--- src/rtl/life_sequencer.sv ---
// life_sequencer: controller for a ROWS x COLS grid of life cells.
// Sequences per-cell pattern loads, whole-grid clears and generation stepping
// (single step or free-running at a programmable period). It is the only
// driver of the array's write strobes, val and enb nets.
//
// Optional feature macro: GEN_LIMIT_EN (adds gen_limit input and done output;
// RUN stops by itself after gen_limit generations).
//
// Ports:
//   clk, reset            rising-edge clock, async active-high reset
//   start/stop/step/clear control requests (level sampled)
//   period                clocks per generation in RUN (0 behaves as 1)
//   load_valid/ready      load handshake; load_ready is combinational
//   load_row/col/val      load target and value
//   cell_write_row/col    row/column write strobes to the array
//   cell_val              value driven to the cells
//   cell_enb              one-cycle generation-advance pulse
//   generation            generations completed (wraps)
//   running               high while free-running
//   gen_limit, done       (GEN_LIMIT_EN only) run length limit and finish pulse
module life_sequencer #(
    parameter int unsigned ROWS = 8,
    parameter int unsigned COLS = 8,
    parameter int unsigned RW   = 3,
    parameter int unsigned CW   = 3,
    parameter int unsigned PW   = 16,
    parameter int unsigned GW   = 16
) (
    input  logic            clk,
    input  logic            reset,
    input  logic            start,
    input  logic            stop,
    input  logic            step,
    input  logic            clear,
    input  logic [PW-1:0]   period,
    input  logic            load_valid,
    output logic            load_ready,
    input  logic [RW-1:0]   load_row,
    input  logic [CW-1:0]   load_col,
    input  logic            load_val,
    output logic [ROWS-1:0] cell_write_row,
    output logic [COLS-1:0] cell_write_col,
    output logic            cell_val,
    output logic            cell_enb,
    output logic [GW-1:0]   generation,
    output logic            running
`ifdef GEN_LIMIT_EN
    ,
    input  logic [GW-1:0]   gen_limit,
    output logic            done
`endif
);

    typedef enum logic [2:0] {
        S_IDLE,
        S_LOAD,
        S_CLEAR,
        S_RUN,
        S_STEP
    } state_e;

    state_e          state_q, state_d;
    logic [ROWS-1:0] wr_row_q, wr_row_d;
    logic [COLS-1:0] wr_col_q, wr_col_d;
    logic            val_q, val_d;
    logic            enb_q, enb_d;
    logic [GW-1:0]   gen_q, gen_d;
    logic            running_q, running_d;
    logic [RW-1:0]   clr_row_q, clr_row_d;
    logic [PW-1:0]   cnt_q, cnt_d;
    logic [PW-1:0]   period_m1;
    logic            period_hit;
    logic            go_clear;
    logic            limit_reached;
`ifdef GEN_LIMIT_EN
    logic [GW-1:0]   run_gen_q, run_gen_d;
    logic            done_q, done_d;
`endif

    // Period 0 behaves as 1; >= keeps a live period decrease from overshooting.
    assign period_m1  = (period == '0) ? '0 : period - PW'(1);
    assign period_hit = (cnt_q >= period_m1);

    // Limit is reached the cycle after the enb pulse that completed it.
`ifdef GEN_LIMIT_EN
    assign limit_reached = enb_q && (gen_limit != '0) && (run_gen_q == gen_limit);
`else
    assign limit_reached = 1'b0;
`endif

    assign load_ready = (state_q == S_IDLE) && !clear;

    // Next-state and next-output logic.
    always_comb begin
        state_d   = state_q;
        wr_row_d  = '0;
        wr_col_d  = '0;
        val_d     = 1'b0;
        enb_d     = 1'b0;
        gen_d     = gen_q;
        running_d = 1'b0;
        clr_row_d = clr_row_q;
        cnt_d     = cnt_q;
        go_clear  = 1'b0;
`ifdef GEN_LIMIT_EN
        run_gen_d = run_gen_q;
        done_d    = 1'b0;
`endif
        unique case (state_q)
            S_IDLE: begin
                if (clear) begin
                    go_clear = 1'b1;
                end else if (load_valid) begin
                    state_d = S_LOAD;
                    val_d   = load_val;
                    // Out-of-range targets are accepted but produce no strobes.
                    if ((32'(load_row) < ROWS) && (32'(load_col) < COLS)) begin
                        wr_row_d = ROWS'(1) << load_row;
                        wr_col_d = COLS'(1) << load_col;
                    end
                end else if (step) begin
                    state_d = S_STEP;
                    enb_d   = 1'b1;
                    gen_d   = gen_q + GW'(1);
                end else if (start) begin
                    state_d   = S_RUN;
                    running_d = 1'b1;
                    cnt_d     = '0;
`ifdef GEN_LIMIT_EN
                    run_gen_d = '0;
`endif
                end
            end
            S_LOAD, S_STEP: begin
                state_d = S_IDLE;
            end
            S_CLEAR: begin
                if (clear) begin
                    go_clear = 1'b1;
                end else if (32'(clr_row_q) == ROWS - 1) begin
                    state_d = S_IDLE;
                end else begin
                    clr_row_d = clr_row_q + RW'(1);
                end
            end
            S_RUN: begin
                if (clear) begin
                    go_clear = 1'b1;
                end else if (limit_reached) begin
                    state_d = S_IDLE;
`ifdef GEN_LIMIT_EN
                    done_d  = 1'b1;
`endif
                end else if (stop) begin
                    state_d = S_IDLE;
                end else begin
                    running_d = 1'b1;
                    if (period_hit) begin
                        enb_d = 1'b1;
                        gen_d = gen_q + GW'(1);
                        cnt_d = '0;
`ifdef GEN_LIMIT_EN
                        run_gen_d = run_gen_q + GW'(1);
`endif
                    end else begin
                        cnt_d = cnt_q + PW'(1);
                    end
                end
            end
            default: begin
                state_d = S_IDLE;
            end
        endcase

        // Entering (or restarting) CLEAR zeroes the generation count.
        if (go_clear) begin
            state_d   = S_CLEAR;
            clr_row_d = '0;
            gen_d     = '0;
        end

        // One row per cycle, all columns, value 0.
        if (state_d == S_CLEAR) begin
            wr_row_d = ROWS'(1) << clr_row_d;
            wr_col_d = '1;
            val_d    = 1'b0;
        end
    end

    // State and output registers.
    always_ff @(posedge clk or posedge reset) begin
        if (reset) begin
            state_q   <= S_IDLE;
            wr_row_q  <= '0;
            wr_col_q  <= '0;
            val_q     <= 1'b0;
            enb_q     <= 1'b0;
            gen_q     <= '0;
            running_q <= 1'b0;
            clr_row_q <= '0;
            cnt_q     <= '0;
`ifdef GEN_LIMIT_EN
            run_gen_q <= '0;
            done_q    <= 1'b0;
`endif
        end else begin
            state_q   <= state_d;
            wr_row_q  <= wr_row_d;
            wr_col_q  <= wr_col_d;
            val_q     <= val_d;
            enb_q     <= enb_d;
            gen_q     <= gen_d;
            running_q <= running_d;
            clr_row_q <= clr_row_d;
            cnt_q     <= cnt_d;
`ifdef GEN_LIMIT_EN
            run_gen_q <= run_gen_d;
            done_q    <= done_d;
`endif
        end
    end

    assign cell_write_row = wr_row_q;
    assign cell_write_col = wr_col_q;
    assign cell_val       = val_q;
    assign cell_enb       = enb_q;
    assign generation     = gen_q;
    assign running        = running_q;
`ifdef GEN_LIMIT_EN
    assign done           = done_q;
`endif

endmodule

--- config.mk ---
export PLATFORM = sky130hd
export DESIGN_NAME = life_sequencer
export DESIGN_NICKNAME = d
export VERILOG_FILES = /design/src/rtl/life_sequencer.sv
export SDC_FILE = /design/constraint.sdc
export NUM_CORES = 1
export LEC_CHECK = 0
export ABC_AREA = 1
export ABC_CLOCK_PERIOD_IN_PS = 2560
export CAP_MARGIN = 25
export CELL_PAD_IN_SITES_DETAIL_PLACEMENT = 1
export CELL_PAD_IN_SITES_GLOBAL_PLACEMENT = 2
export CORE_MARGIN = 2
export CORE_UTILIZATION = 31
export CTS_BUF_LIST = sky130_fd_sc_hd__clkbuf_4 sky130_fd_sc_hd__clkbuf_8
export DETAILED_ROUTE_END_ITERATION = 10
export PLACE_DENSITY = 0.88
export SKIP_LAST_GASP = 1
export SYNTH_ARGS = -nofsm -noshare
export SYNTH_HDL_FRONTEND = slang
export SYNTH_SLANG_ARGS = --single-unit
export TNS_END_PERCENT = 30
--- constraint.sdc ---
create_clock -name clk -period 2.56 [get_ports clk]
set_input_delay 0.512 -clock clk [delete_from_list [all_inputs] [get_ports clk]]
set_output_delay 0.512 -clock clk [all_outputs]
set_load 0.02 [all_outputs]
# Yosys cells after proc, flatten, opt, wreduce, memory -nomap -nowiden
# Cells that the tools add are included.
[totals]
n_memories = 0
ramBits = 0
wordCells = 101
input_bits = 30
register_bits = 57
latch_bits = 0
rom_bits = 0
[classes]
div_mod_pow = 0
reduce_logical = 9
n_shift = 3
magnitude_cmp = 1
bitwise = 0
add_sub_neg = 4
mul = 0
muxes = 59
eq_ne = 16
[op_table]
columns = ["cell", "n"]
rows = [
  ["$mux 16", 15],
  ["$mux 8", 8],
  ["$pmux 16 s2", 2],
  ["$mux 3", 13],
  ["$add 16x1->16 const B", 2],
  ["$shl 1x3->8 const A", 3],
  ["$mux 1", 18],
  ["$ne 3x3->1 const B", 6],
  ["$ge 16x16->1", 1],
  ["$logic_not 16->1", 1],
  ["$sub 16x1->16 const B", 1],
  ["$reduce_and 7->1", 2],
  ["$ne 2x2->1 const B", 6],
  ["$eq 3x2->1 const B", 3],
  ["$pmux 3 s3", 1],
  ["$pmux 1 s2", 2],
  ["$add 3x1->3 const B", 1],
  ["$eq 3x3->1 const B", 1],
  ["$logic_not 3->1", 1],
  ["$reduce_bool 3->1", 1],
  ["$reduce_or 3->1", 1],
  ["$reduce_bool 2->1", 1],
  ["$logic_and 1x1->1", 1],
  ["$logic_not 1->1", 1],
]

# Longest topological paths before layout
# Gate-level depths: netlist of run 1.
[logic_depth]
word_depth = 8
mapped_depth = 22
depth_no_buf = 21

# Least setup slack after synthesis of run 1
# OpenSTA, ideal clock, no wires.
[synth_timing]
path_type = "input to register"
startpoint = "input period[2]"
endpoint = "register gen_q[9] (netlist: generation[9])"
setup_time_ns = 0.065
arrival_ns = 2.739
setup_slack_ns = -0.244
path_stages = 18
path_cell_list = "nor3_1 -> nand2_1 -> nor2_1 -> nand3_1 -> nor3_1 -> or2_2 -> nand3_1 -> ha_1 -> a21oi_1 -> o21ai_0 -> nor2_1 -> nand3_2 -> nand2_1 -> nand2_2 -> nand2_2 -> buf_6 -> nand2_1 -> nand2_1"
[synth_via]
elab_chain_cells = 5
[synth_rtl]
columns = ["element", "line_no", "source"]
rows = [
  ["start: declaration", "35", "input logic [PW-1:0] period,"],
  ["$sub 16x1->16 or $logic_not 16->1 (tied branches)", "81", "assign period_m1 = (period == '0) ? '0 : period - PW'(1);"],
  ["$mux 16 *", "81", ""],
  ["$ge 16x16->1 *", "82", "assign period_hit = (cnt_q >= period_m1);"],
  ["$ne 3x3->1 (no line) *", "-", ""],
  ["$reduce_and 7->1 (no line) *", "-", ""],
  ["end signal: assignment", "212", "gen_q <= gen_d;"],
  ["end: declaration", "67", "logic [GW-1:0] gen_q, gen_d;"],
]
# Mark *: on every way between the ends. The rest lies on a longest branch, timed or not.
# A chain may end at the register's enable or synchronous reset.

# Worst setup path in the final report of run 1
[layout_timing]
startpoint = "input period[13]"
endpoint = "register gen_q[2] (netlist: generation[2])"
# Same word-level chain as after synthesis.

==> impl_metrics.sql, run 1 <==
INSERT INTO impl_metrics (metric_group, metric, value, unit) VALUES
('cts', 'cts_sinks', '57', ''),
('logic_synthesis', 'yosysSeqAreaShare', '37.7', '%'),
('sta', 'final.setup_skew', '0.00725', 'ns'),
('placement', 'dp_hpwl', '8780', 'um'),
('logic_synthesis', 'postSynthRegisterBits', '57', ''),
('sta', 'rsz0062_at_grt', 'true', ''),
('logic_synthesis', 'post_synth_inst_count', '524', ''),
('power', 'sequentialPowerShare', '44.5', '%'),
('setup_path', 'timing.critical_path.required', '2.78', 'ns'),
('setup_path', 'timing.critical_path.arrival', '2.89', 'ns'),
('status', 'status', 'finished, violations left', ''),
('detailed_routing', 'num_vias', '3981', ''),
('logic_synthesis', 'cell_type_contributing_the_most_total_cell_area_after_synthesis', 'sky130_fd_sc_hd__dfrtp_1', ''),
('sta', 'max_slew.worst_pin.slew', '0.681', 'ns'),
('power', 'pwr_density_cell', '388', 'nW/um^2'),
('cts', 'clk_root_buffer_cell', 'sky130_fd_sc_hd__clkbuf_8', ''),
('placement', 'dp.cells', '771', ''),
('detailed_routing', 'routed.top_layer', 'met4', ''),
('detailed_routing', 'drt.antenna.violating_nets', '0', ''),
('placement', 'gp_congestion', '0.890', ''),
('detailed_routing', 'detail_route.wirelength.met1', '5270', 'um'),
('detailed_routing', 'detailroute.wirelength.met3', '317', 'um'),
('sta', 'final_max_tran_viols', '0', ''),
('logic_synthesis', 'synth-main-ff-cell', 'sky130_fd_sc_hd__dfrtp_1', ''),
('cells_and_area', 'diodes', '0', ''),
('cells_and_area', 'fin_nets', '704', ''),
('cts', 'cts_hold_buffers', '0', ''),
('cells_and_area', 'total_of_fill_cells_in_the_finished_design', '1436', ''),
('power', 'switching_share', '29.9', '%'),
('cells_and_area', 'final_cell_count_no_fill', '802', ''),
('cts', 'ctsHtreeMaxLevel', '3', ''),
('detailed_routing', 'detailedRoute.firstPassIterationCount', '4', ''),
('setup_path', 'crit_path_max_fanout', '6', ''),
('cells_and_area', 'area_delta_synth_final', '50.5', '%'),
('power', 'power_frac_comb', '22.9', '%'),
('power', 'switching_power', '0.000658', 'W'),
('status', 'violated_checks', 'setup timing', ''),
('floorplanning', 'design.portCount', '66', ''),
('cells_and_area', 'post_route_cells_drive_above_1_share', '29.9', '%'),
('cells_and_area', 'post-route-util', '47.6', '%'),
('global_routing', 'grt_antenna_before_repair', '0', ''),
('detailed_routing', 'dr_drc_count', '0', ''),
('sta', 'worst_slack', '-0.104', 'ns'),
('logic_synthesis', 'mappedNetlistNets', '575', ''),
('power', 'leakage', '2.65', 'nW'),
('detailed_routing', 'routed_wire_length_per_instance', '15.3', 'um'),
('floorplanning', 'core_area', '12000', 'um^2'),
('cells_and_area', 'multi_input_comb_area', '2570', 'um^2'),
('logic_synthesis', 'netlist-cell-type-count', '37', ''),
('detailed_routing', 'detailed_route_wirelength_on_metal2', '6430', 'um'),
('logic_synthesis', 'postSynth.asyncResetShare', '100', '%'),
('floorplanning', 'std_cell_rows', '40', ''),
('global_routing', 'grt_first_pass_wirelength', '20200', 'um'),
('floorplanning', 'initial_util', '31.6', '%'),
('logic_synthesis', 'synth_largest_type_area_fraction', '37.7', '%'),
('sta', 'endpoints_failing_setup', '26', ''),
('cells_and_area', 'final-seq-area', '1430', 'um^2'),
('cts', 'clock_latency', '0.34', 'ns'),
('global_routing', 'via_count_of_the_first_global_routing_pass', '4318', ''),
('placement', 'port_buffers', '65', ''),
('logic_synthesis', 'postSynthAreaPerCell', '7.21', 'um^2'),
('cells_and_area', 'most-common-layout-cells', 'sky130_fd_sc_hd__nand2_1 (105), sky130_fd_sc_hd__dfrtp_1 (57), sky130_fd_sc_hd__nor2_1 (54), sky130_fd_sc_hd__inv_1 (53), sky130_fd_sc_hd__clkdlybuf4s50_1 (49)', ''),
('detailed_routing', 'drt-initial-drc-count', '138', ''),
('floorplanning', 'die_height', '114', 'um'),
('flow_run', 'maxCapViolCount', '0', ''),
('cts', 'cts_buffers', '9', ''),
('sta', 'finalWorstPathRequiredPeriod', '2.66', 'ns'),
('global_routing', 'combined_global_route_utilization_of_all_metal_layers', '19.2', '%'),
('setup_path', 'path_class', 'input pin to register', ''),
('sta', 'period_share', '104', '%'),
('sta', 'max-slew-margin-rel', '54.5', '%');
-- worst paths after layout --
path                                           start                          end  slack, ns  cells past startpoint
setup reg to reg                cnt_q[5]$_DFFE_PP0P_    generation[2]$_DFFE_PP0P_       0.60                     14
setup / recovery                          period[13]    generation[2]$_DFFE_PP0P_      -0.10                     16
hold / removal             generation[3]$_DFFE_PP0P_    generation[3]$_DFFE_PP0P_       0.52                      2
max in group asynchronous                      reset  cell_write_col[7]$_DFF_PP0_       1.74                      3
min in group asynchronous                      reset   generation[12]$_DFFE_PP0P_       0.55                      3
hold reg to reg            generation[3]$_DFFE_PP0P_    generation[3]$_DFFE_PP0P_       0.52                      2
-- synthesized netlist by cell type, types with 6 or more instances --
library cell	instances
sky130_fd_sc_hd__nand2_1	126
sky130_fd_sc_hd__ha_1	21
sky130_fd_sc_hd__nor2_1	66
sky130_fd_sc_hd__nand3_1	56
sky130_fd_sc_hd__nand4_1	8
sky130_fd_sc_hd__nor3_1	13
sky130_fd_sc_hd__inv_1	65
sky130_fd_sc_hd__xnor2_1	6
sky130_fd_sc_hd__nor2_2	9
sky130_fd_sc_hd__dfrtp_1	57
sky130_fd_sc_hd__xor2_1	6
sky130_fd_sc_hd__o21ai_0	24
sky130_fd_sc_hd__a21oi_1	18
-- worst max-delay path, stage by stage --
cell                       delay, ns
sky130_fd_sc_hd__buf_2          0.12
sky130_fd_sc_hd__nor2_4         0.16
sky130_fd_sc_hd__nand3_2        0.12
sky130_fd_sc_hd__nor4_4         0.34
sky130_fd_sc_hd__nand3_2        0.18
sky130_fd_sc_hd__o211ai_1       0.18
sky130_fd_sc_hd__ha_1           0.29
sky130_fd_sc_hd__nand4_1        0.16
sky130_fd_sc_hd__a21oi_2        0.06
sky130_fd_sc_hd__nor2_4         0.16
sky130_fd_sc_hd__nand3_4        0.10
sky130_fd_sc_hd__nand2_4        0.11
sky130_fd_sc_hd__nand2_8        0.09
sky130_fd_sc_hd__buf_6          0.16
sky130_fd_sc_hd__nand3_2        0.05
sky130_fd_sc_hd__nand2_1        0.08
-- state kept, by name, indices dropped and copies added, names as in the netlist --
signal          cells
running             1
generation         16
clr_row_q           3
cell_enb            1
cnt_q              16
cell_write_col      8
cell_val            1
cell_write_row      8
state_q             3
-- metal layers --
layer / up-vias / global-route usage (%)
met5: - / 0
met4: 0 / 8.05
met3: 20 / 2.54
met2: 61 / 34.9
met1: 1929 / 22.7
li1: 1971 / -
-- through the flow --
stage | area [um^2] | power, W | hold slack [ns] | worst slack, ns
6_report | 5690 | 0.00221 | 0.521 | -0.104
2_1_floorplan | 3850 | 0.00121 | 0.488 | -0.120
4_1_cts | 5530 | 0.00221 | 0.525 | -0.0843
3_5_place_dp | 4960 | 0.00142 | 0.507 | -1.15
5_1_grt | 5690 | 0.00233 | 0.560 | -0.255
3_3_place_gp | 4960 | 0.00140 | 0.487 | -0.990
-- kinds of logic after synthesis --
kind of cell,Yosys count,share of synthesized area [%]
and+or+nand+nor,297,35.2
buffers and inverters,75,7.81
AOI/OAI and AO/OA,62,9.47
DFF,57,37.7
adders and majority gates,21,6.95
xor gates and xnor gates,12,2.78
-- final cells by class --
class	count	share of cell area, %
clock buffer	12	2.68
sequential	57	25.1
timing repair buffer	123	19.1
multi-input combinational	393	45.2
inverter	69	4.64
tap	147	3.23
clock inverter	1	0.0880
-- power groups by stage --
stage          Combinational [W]  Sequential (W)  Clock [W]
5_1_grt                 0.000562        0.000987   0.000785
4_1_cts                 0.000488        0.000982   0.000739
6_report                0.000504        0.000982   0.000719
2_1_floorplan           0.000213         0.00100          0
3_5_place_dp            0.000428        0.000993          0
3_3_place_gp            0.000408        0.000989          0
-- timing repair --
action,4_1_cts,5_1_grt
buffers inserted,12,5
pin swaps,43,33
setup endpoints to repair,33,32
gates resized for setup,121,46
cloned,1,0
Note: power is estimated with default switching activity, not from simulation.
==> run 2, diff against run 1 <==
Settings changed: CELL_PAD_IN_SITES_GLOBAL_PLACEMENT 2 to 1, CORE_UTILIZATION 31 to 40, GPL_TIMING_DRIVEN set to 1, SLEW_MARGIN set to 20.
==> impl_metrics.sql, run 2 (synthesis gave the netlist of run 1 again) <==
INSERT INTO impl_metrics (metric_group, metric, value, unit) VALUES
('global_routing', 'grt_max_degree', '58', ''),
('sta', 'timing.final.hold_violations', '0', ''),
('sta', 'fmax', '301', 'MHz'),
('floorplanning', 'std_cell_rows', '35', ''),
('floorplanning', 'die_height', '101', 'um'),
('placement', 'port_buffers', '65', ''),
('detailed_routing', 'totalWireLength', '21000', 'um'),
('sta', 'endpoints_failing_setup', '33', ''),
('setup_path', 'worst-r2r-cell-count', '10', ''),
('sta', 'max-slew-margin-rel', '52.4', '%'),
('sta', 'finalWorstPathRequiredPeriod', '3.32', 'ns'),
('setup_path', 'timing.critical_path.arrival', '3.59', 'ns'),
('global_routing', 'grt_antenna_before_repair', '0', ''),
('detailed_routing', 'drt.antenna.violating_nets', '0', ''),
('setup_path', 'crit_family', 'simple AND/OR/NAND/NOR gates', ''),
('detailed_routing', 'detailedRoute.firstPassIterationCount', '5', ''),
('placement', 'gp_congestion', '0.833', ''),
('setup_path', 'critical-path-top-cell-by-count', 'sky130_fd_sc_hd__nor2_4', ''),
('cells_and_area', 'diodes', '0', ''),
('floorplanning', 'die_area', '10200', 'um^2'),
('setup_path', 'levels_on_crit_path', '19', ''),
('power', 'leakage', '2.80', 'nW'),
('detailed_routing', 'vias_per_cell', '6.13', ''),
('cells_and_area', 'mostFrequentLayoutCell', 'sky130_fd_sc_hd__nand2_1', ''),
('setup_path', 'path_class', 'input pin to register', ''),
('detailed_routing', 'drt-initial-drc-count', '431', ''),
('floorplanning', 'initial_util', '41.1', '%'),
('cells_and_area', 'most-common-layout-cells', 'sky130_fd_sc_hd__nand2_1 (102), sky130_fd_sc_hd__buf_4 (64), sky130_fd_sc_hd__dfrtp_1 (57), sky130_fd_sc_hd__inv_1 (53), sky130_fd_sc_hd__nor2_1 (53)', ''),
('cells_and_area', 'post_route_cells_drive_above_1_share', '33.2', '%'),
('sta', 'rsz0062_at_grt', 'true', ''),
('status', 'violated_checks', 'setup timing', ''),
('power', 'peakVddDrop', '0.388', 'mV'),
('cts', 'clock_latency', '0.37', 'ns'),
('cts', 'cts_tree', 'yes', ''),
('setup_path', 'timing.critical_path.required', '2.83', 'ns'),
('setup_path', 'critPathCaptureType', 'register', ''),
('cts', 'clockBufferDepth', '2', ''),
('sta', 'worst_slack', '-0.761', 'ns'),
('setup_path', 'worstPathCellList', 'buf_8, buf_6, nor2_4, nand2_4, nor2_4, inv_2, nor3_4, nand3_4, o21ai_2, a21o_1, ha_4, nand2_1, o21ai_2, nor2_4, nand3_4, nand2_2, buf_4, o21ai_0, nor2_1', ''),
('setup_path', 'timing.critical_path.slowest_stage_cell', 'sky130_fd_sc_hd__a21o_1', ''),
('global_routing', 'via_count_of_the_first_global_routing_pass', '4971', ''),
('cts', 'clk_root_buffer_cell', 'sky130_fd_sc_hd__clkbuf_8', ''),
('cts', 'cts_buffers', '9', ''),
('worst_hold_path', 'holdCritPathClass', 'input pin to asynchronous set/reset pin', ''),
('flow_run', 'maxCapViolCount', '0', ''),
('floorplanning', 'die-width', '101', 'um'),
('placement', 'dp.cells', '732', ''),
('status', 'status', 'finished, violations left', ''),
('placement', 'dp_hpwl', '8970', 'um'),
('cells_and_area', 'final_cell_count_no_fill', '783', ''),
('setup_path', 'crit_path_max_incr_delay', '0.29', 'ns'),
('placement', 'detailed_place.area', '4900', 'um^2'),
('setup_path', 'critical_path.n_buffers_inverters', '4', ''),
('sta', 'final_max_tran_viols', '0', ''),
('power', 'pwr_density_cell', '443', 'nW/um^2'),
('floorplanning', 'core_area', '9200', 'um^2'),
('setup_path', 'crit_path_max_fanout', '4', ''),
('cts', 'ctsHtreeMaxLevel', '3', ''),
('cells_and_area', 'area_delta_synth_final', '56.8', '%'),
('detailed_routing', 'routed_wire_length_per_instance', '26.8', 'um'),
('sta', 'period_share', '130', '%'),
('floorplanning', 'design.portCount', '66', ''),
('sta', 'setup-tns-final', '-21.26', 'ns'),
('sta', 'max_slew.worst_pin.slew', '0.712', 'ns'),
('detailed_routing', 'dr_drc_count', '0', ''),
('setup_path', 'start_kind', 'input pin', ''),
('cts', 'clkTransAtPathRegs', '0.07', 'ns'),
('detailed_routing', 'num_vias', '4801', ''),
('sta', 'final.setup_skew', '0.0147', 'ns'),
('cts', 'cts_sinks', '57', ''),
('cells_and_area', 'fin_nets', '718', ''),
('cells_and_area', 'fin_area', '5930', 'um^2'),
('global_routing', 'grt.overflow.total', '0', ''),
('global_routing', 'grt_first_pass_wirelength', '25900', 'um'),
('power', 'finalPower', '0.00262', 'W'),
('global_routing', 'combined_global_route_utilization_of_all_metal_layers', '33.1', '%');
## run 2: cell count changes in the layout (fill, tap and decap cells not counted), sizes merged
cell,change
bufinv,+2
buf,+16
clkinv,+2
clkbuf,-3
## run 2: through the flow
stage	setup slack (ns)	util [%]	hold WS [ns]
after floorplan	-0.120	-	0.488
after global placement	-0.864	53.2	0.501
after detailed placement	-1.02	53.2	0.514
after CTS	-0.0221	61.0	0.548
after global routing	-0.937	64.4	0.581
final	-0.761	64.4	0.525
## run 2: cell type report
type,instances,area (um^2)
well taps,111,139
clock inverters,5,78.8
repair buffers,137,1200
clock buffers,11,145
fillers,1091,3270
flip-flops and latches,57,1430
inverters,69,267
multi-input cells,393,2670
## run 2: what timing repair did
item / 4_1_cts / 5_1_grt
gates resized for setup: 139 / 49
pin swaps: 51 / 35
setup endpoints to repair: 33 / 33
hold buffers: 0 / 0
cloned: 1 / 0
buffers inserted: 20 / 14
## run 2: layer usage
metal | routed length [um] | up-vias | track usage (%)
li1 | - | 1999 | -
met1 | 7340 | 2356 | 37.2
met2 | 10100 | 303 | 59.7
met3 | 1900 | 143 | 6.97
met4 | 1650 | 0 | 15.9
met5 | 0 | - | 0
## run 2: worst paths after layout
| path | from | endpoint | slack (ns) |
|---|---|---|---|
| min in group clk | generation[1]$_DFFE_PP0P_ | generation[1]$_DFFE_PP0P_ | 0.57 |
| worst min-delay path | reset | generation[14]$_DFFE_PP0P_ | 0.53 |
| worst max register to register | cnt_q[1]$_DFFE_PP0P_ | cnt_q[12]$_DFFE_PP0P_ | 0.14 |
| worst max-delay path | period[2] | cnt_q[9]$_DFFE_PP0P_ | -0.76 |
| max in group asynchronous | reset | cnt_q[2]$_DFFE_PP0P_ | 1.74 |
| worst min register to register | generation[1]$_DFFE_PP0P_ | generation[1]$_DFFE_PP0P_ | 0.57 |
## run 2: power by group
| part | switching (W) | internal [W] |
|---|---|---|
| Combinational | 0.000376 | 0.000256 |
| Clock | 0.000421 | 0.000584 |
| Sequential | 0.0000485 | 0.000939 |
## run 2: tightest hold or removal path: stages
cell and delay [ns]:
sky130_fd_sc_hd__clkdlybuf4s50_1 0.42, sky130_fd_sc_hd__inv_2 0.08, sky130_fd_sc_hd__buf_12 0.27
==> run 3, diff against run 2 <==
Settings changed: ABC_AREA 1 to not set, CORE_UTILIZATION 40 to 50, DONT_BUFFER_PORTS set to 1, PLACE_DENSITY 0.88 to 0.87.
==> impl_metrics.sql, run 3 <==
INSERT INTO impl_metrics (metric_group, metric, value, unit) VALUES
('detailed_routing', 'routed.top_layer', 'met4', ''),
('sta', 'max-slew-margin-rel', '56.0', '%'),
('detailed_routing', 'drt-initial-drc-count', '123', ''),
('logic_synthesis', 'synth_enable_flop_cells', '0', ''),
('global_routing', 'grt_antenna_before_repair', '0', ''),
('cts', 'ctsHtreeMaxLevel', '3', ''),
('detailed_routing', 'detailed_route_wirelength_on_metal2', '5520', 'um'),
('detailed_routing', 'drt.antenna.violating_nets', '0', ''),
('cells_and_area', 'diodes', '0', ''),
('floorplanning', 'die_height', '87.6', 'um'),
('detailed_routing', 'detail_route.wirelength.met1', '4080', 'um'),
('logic_synthesis', 'synth_common_cells', 'sky130_fd_sc_hd__dfrtp_1 (57), sky130_fd_sc_hd__nand2_1 (49), sky130_fd_sc_hd__nor2_1 (42), sky130_fd_sc_hd__ha_1 (21), sky130_fd_sc_hd__o21ai_0 (21)', ''),
('placement', 'dp_hpwl', '7410', 'um'),
('logic_synthesis', 'syn-cell-area', '3500', 'um^2'),
('cts', 'clockBufferDepth', '2', ''),
('detailed_routing', 'detailedRoute.firstPassIterationCount', '4', ''),
('setup_path', 'start_kind', 'input pin', ''),
('sta', 'final.setup_skew', '0.0122', 'ns'),
('power', 'peakVddDrop', '0.395', 'mV'),
('cells_and_area', 'mostFrequentLayoutCell', 'sky130_fd_sc_hd__dfrtp_1', ''),
('setup_path', 'critical_path.n_buffers_inverters', '0', ''),
('cts', 'cts_sinks', '57', ''),
('logic_synthesis', 'post_synth_inst_count', '387', ''),
('logic_synthesis', 'synth-compound-area-share', '16.5', '%'),
('cts', 'clock_latency', '0.34', 'ns'),
('cells_and_area', 'area_delta_synth_final', '19.9', '%'),
('logic_synthesis', 'postSynthRegisterBits', '57', ''),
('flow_run', 'maxCapViolCount', '0', ''),
('floorplanning', 'die-width', '87.6', 'um'),
('cts', 'clkTransAtPathRegs', '0.07', 'ns'),
('global_routing', 'grt.overflow.total', '0', ''),
('setup_path', 'timing.critical_path.slowest_stage_cell', 'sky130_fd_sc_hd__or4_4', ''),
('logic_synthesis', 'synth-main-ff-cell', 'sky130_fd_sc_hd__dfrtp_1', ''),
('setup_path', 'path_class', 'input pin to register', ''),
('cells_and_area', 'total_of_fill_cells_in_the_finished_design', '793', ''),
('floorplanning', 'std_cell_rows', '30', ''),
('sta', 'max_slew.worst_pin.slew', '0.659', 'ns'),
('logic_synthesis', 'yosysSeqAreaShare', '40.8', '%'),
('cells_and_area', 'most-common-layout-cells', 'sky130_fd_sc_hd__dfrtp_1 (57), sky130_fd_sc_hd__nand2_1 (45), sky130_fd_sc_hd__nor2_1 (37), sky130_fd_sc_hd__buf_4 (27), sky130_fd_sc_hd__ha_1 (18)', ''),
('logic_synthesis', 'ys_warn_count', '0', ''),
('logic_synthesis', 'synth_largest_type_area_fraction', '40.8', '%'),
('placement', 'port_buffers', '0', ''),
('sta', 'rsz0062_at_grt', 'true', ''),
('detailed_routing', 'routed_wire_length_per_instance', '19.9', 'um'),
('sta', 'timing.final.hold_violations', '0', ''),
('cts', 'cts_tree', 'yes', ''),
('floorplanning', 'initial_util', '51.5', '%'),
('setup_path', 'crit_path_max_incr_delay', '0.52', 'ns'),
('sta', 'fmax', '258', 'MHz'),
('cells_and_area', 'final-seq-area', '1430', 'um^2'),
('logic_synthesis', 'fraction_of_the_mapped_netlist_area_in_simple_logic_gates', '25.4', '%'),
('power', 'finalPower', '0.00265', 'W'),
('setup_path', 'worstPathCellList', 'or4_4, or3_4, or4_4, or3_4, and2_4, ha_1, nor2_2, a21oi_2, o311ai_4, nand2_4, o21ai_0, a22o_1', ''),
('logic_synthesis', 'cell_type_contributing_the_most_total_cell_area_after_synthesis', 'sky130_fd_sc_hd__dfrtp_1', ''),
('status', 'status', 'finished, violations left', ''),
('floorplanning', 'design.portCount', '66', ''),
('floorplanning', 'core_area', '6790', 'um^2'),
('cells_and_area', 'fin_nets', '468', ''),
('logic_synthesis', 'synth-adder-area-share', '7.52', '%'),
('setup_path', 'timing.critical_path.required', '2.83', 'ns'),
('logic_synthesis', 'mappedNetlistNets', '438', ''),
('worst_hold_path', 'holdCritPathClass', 'input pin to asynchronous set/reset pin', ''),
('sta', 'final_max_tran_viols', '0', ''),
('sta', 'period_share', '151', '%'),
('sta', 'finalWorstPathRequiredPeriod', '3.87', 'ns'),
('cts', 'clk_root_buffer_cell', 'sky130_fd_sc_hd__clkbuf_8', ''),
('status', 'violated_checks', 'setup timing', ''),
('global_routing', 'grt_max_degree', '32', ''),
('detailed_routing', 'num_vias', '3172', ''),
('sta', 'worst_slack', '-1.31', 'ns'),
('detailed_routing', 'detailroute.wirelength.met3', '444', 'um'),
('logic_synthesis', 'synth_xor_xnor_area_share', '5.51', '%'),
('power', 'leakage', '1.87', 'nW'),
('logic_synthesis', 'cell_types_occupying_the_most_area_after_synthesis', 'sky130_fd_sc_hd__dfrtp_1 (41%), sky130_fd_sc_hd__ha_1 (7.5%), sky130_fd_sc_hd__nand2_1 (5.3%)', ''),
('detailed_routing', 'dr_drc_count', '0', ''),
('cts', 'cts_buffers', '9', ''),
('sta', 'final.hold.worst_slack', '0.145', 'ns'),
('global_routing', 'via_count_of_the_first_global_routing_pass', '3356', ''),
('detailed_routing', 'totalWireLength', '10300', 'um'),
('logic_synthesis', 'post_synthesis_mux_area_share', '1.47', '%'),
('floorplanning', 'die_area', '7680', 'um^2'),
('placement', 'gp_congestion', '0.806', ''),
('logic_synthesis', 'postSynth.asyncResetShare', '100', '%'),
('logic_synthesis', 'netlist-cell-type-count', '57', ''),
('sta', 'endpoints_failing_setup', '33', ''),
('power', 'pwr_density_cell', '632', 'nW/um^2'),
('global_routing', 'grt_first_pass_wirelength', '16500', 'um'),
('cells_and_area', 'multi_input_comb_area', '2180', 'um^2'),
('logic_synthesis', 'yosys.cell_count.top_type', 'sky130_fd_sc_hd__dfrtp_1', ''),
('setup_path', 'critPathCaptureType', 'register', ''),
('setup_path', 'crit_family', 'simple AND/OR/NAND/NOR gates', ''),
('cells_and_area', 'post_route_cells_drive_above_1_share', '20.4', '%'),
('logic_synthesis', 'largest_family_of_logic_cells_by_synthesized_area', 'simple AND/OR/NAND/NOR gates', ''),
('setup_path', 'crit_path_max_fanout', '14', ''),
('detailed_routing', 'vias_per_cell', '6.14', ''),
('setup_path', 'timing.critical_path.arrival', '4.14', 'ns'),
('logic_synthesis', 'postSynthAreaPerCell', '9.03', 'um^2'),
('global_routing', 'combined_global_route_utilization_of_all_metal_layers', '27.7', '%');
-- run 3: cells by family after synthesis --
family | count (synthesis)
DFF | 57
muxes | 5
xor gates and xnor gates | 22
buffers and inverters | 23
AOI/OAI and AO/OA | 85
and+or+nand+nor | 174
adders and majority gates | 21
-- run 3: per-layer routing --
metal  track usage, %  vias to the layer above
li1                 -                     1469
met5                0                        -
met4             9.65                        0
met1             33.4                     1595
met3             7.26                       27
met2             48.0                       81
-- run 3: area by class of cell --
class	count	area share [%]
sequential	57	34.0
inverter	13	1.16
tap	96	2.87
clock buffer	12	3.79
timing repair buffer	28	5.11
clock inverter	3	0.956
multi-input combinational	308	52.1
-- run 3: worst reg2reg max path, stage by stage, from the launching register on --
cell and delay (ns):
sky130_fd_sc_hd__dfrtp_1 0.42, sky130_fd_sc_hd__ha_1 0.36, sky130_fd_sc_hd__nand4_1 0.16, sky130_fd_sc_hd__nor3_4 0.26, sky130_fd_sc_hd__o311ai_4 0.25, sky130_fd_sc_hd__a211o_1 0.36, sky130_fd_sc_hd__or4b_1 0.48, sky130_fd_sc_hd__o21ai_1 0.09
-- run 3: path summary, 6_finish.rpt --
kind	from	cells past startpoint	slack, ns	to
min	reset	1	0.15	cnt_q[12]$_DFFE_PP0P_
max in group asynchronous	reset	2	1.74	cell_write_row[5]$_DFF_PP0_
min reg2reg	cnt_q[1]$_DFFE_PP0P_	2	0.61	cnt_q[1]$_DFFE_PP0P_
min in group clk	clear	1	0.23	state_q[0]$_DFF_PP0_
max	period[9]	12	-1.31	cnt_q[8]$_DFFE_PP0P_
max reg2reg	cnt_q[14]$_DFFE_PP0P_	7	0.10	generation[10]$_DFFE_PP0P_
-- run 3: report_power, final --
group          leakage [nW]  total [W]  switching [W]  internal (W)
Sequential            0.747    0.00121       0.000196       0.00102
Combinational          1.02   0.000580       0.000339      0.000241
Clock                 0.106   0.000854       0.000349      0.000505
-- run 3: through the flow --
stage	worst slack [ns]	TNS [ns]	instance area, um^2	cells	util (%)
after global placement	-1.62	-49.05	3830	497	56.4
after floorplan	-1.47	-43.95	3590	387	-
after detailed placement	-1.71	-52.26	3830	497	56.4
after global routing	-1.41	-42.61	4190	517	61.7
final	-1.31	-38.96	4190	517	61.7
after CTS	-1.28	-39.37	4070	514	59.9
-- run 3: timing repair --
item | CTS | global route
hold endpoints to repair | 0 | 0
resized for setup | 5 | 28
endpoints found under the setup margin | 33 | 33
pin swaps | 3 | 11
hold buffers | 0 | 0
buffers inserted | 2 | 2
cloned | 0 | 1
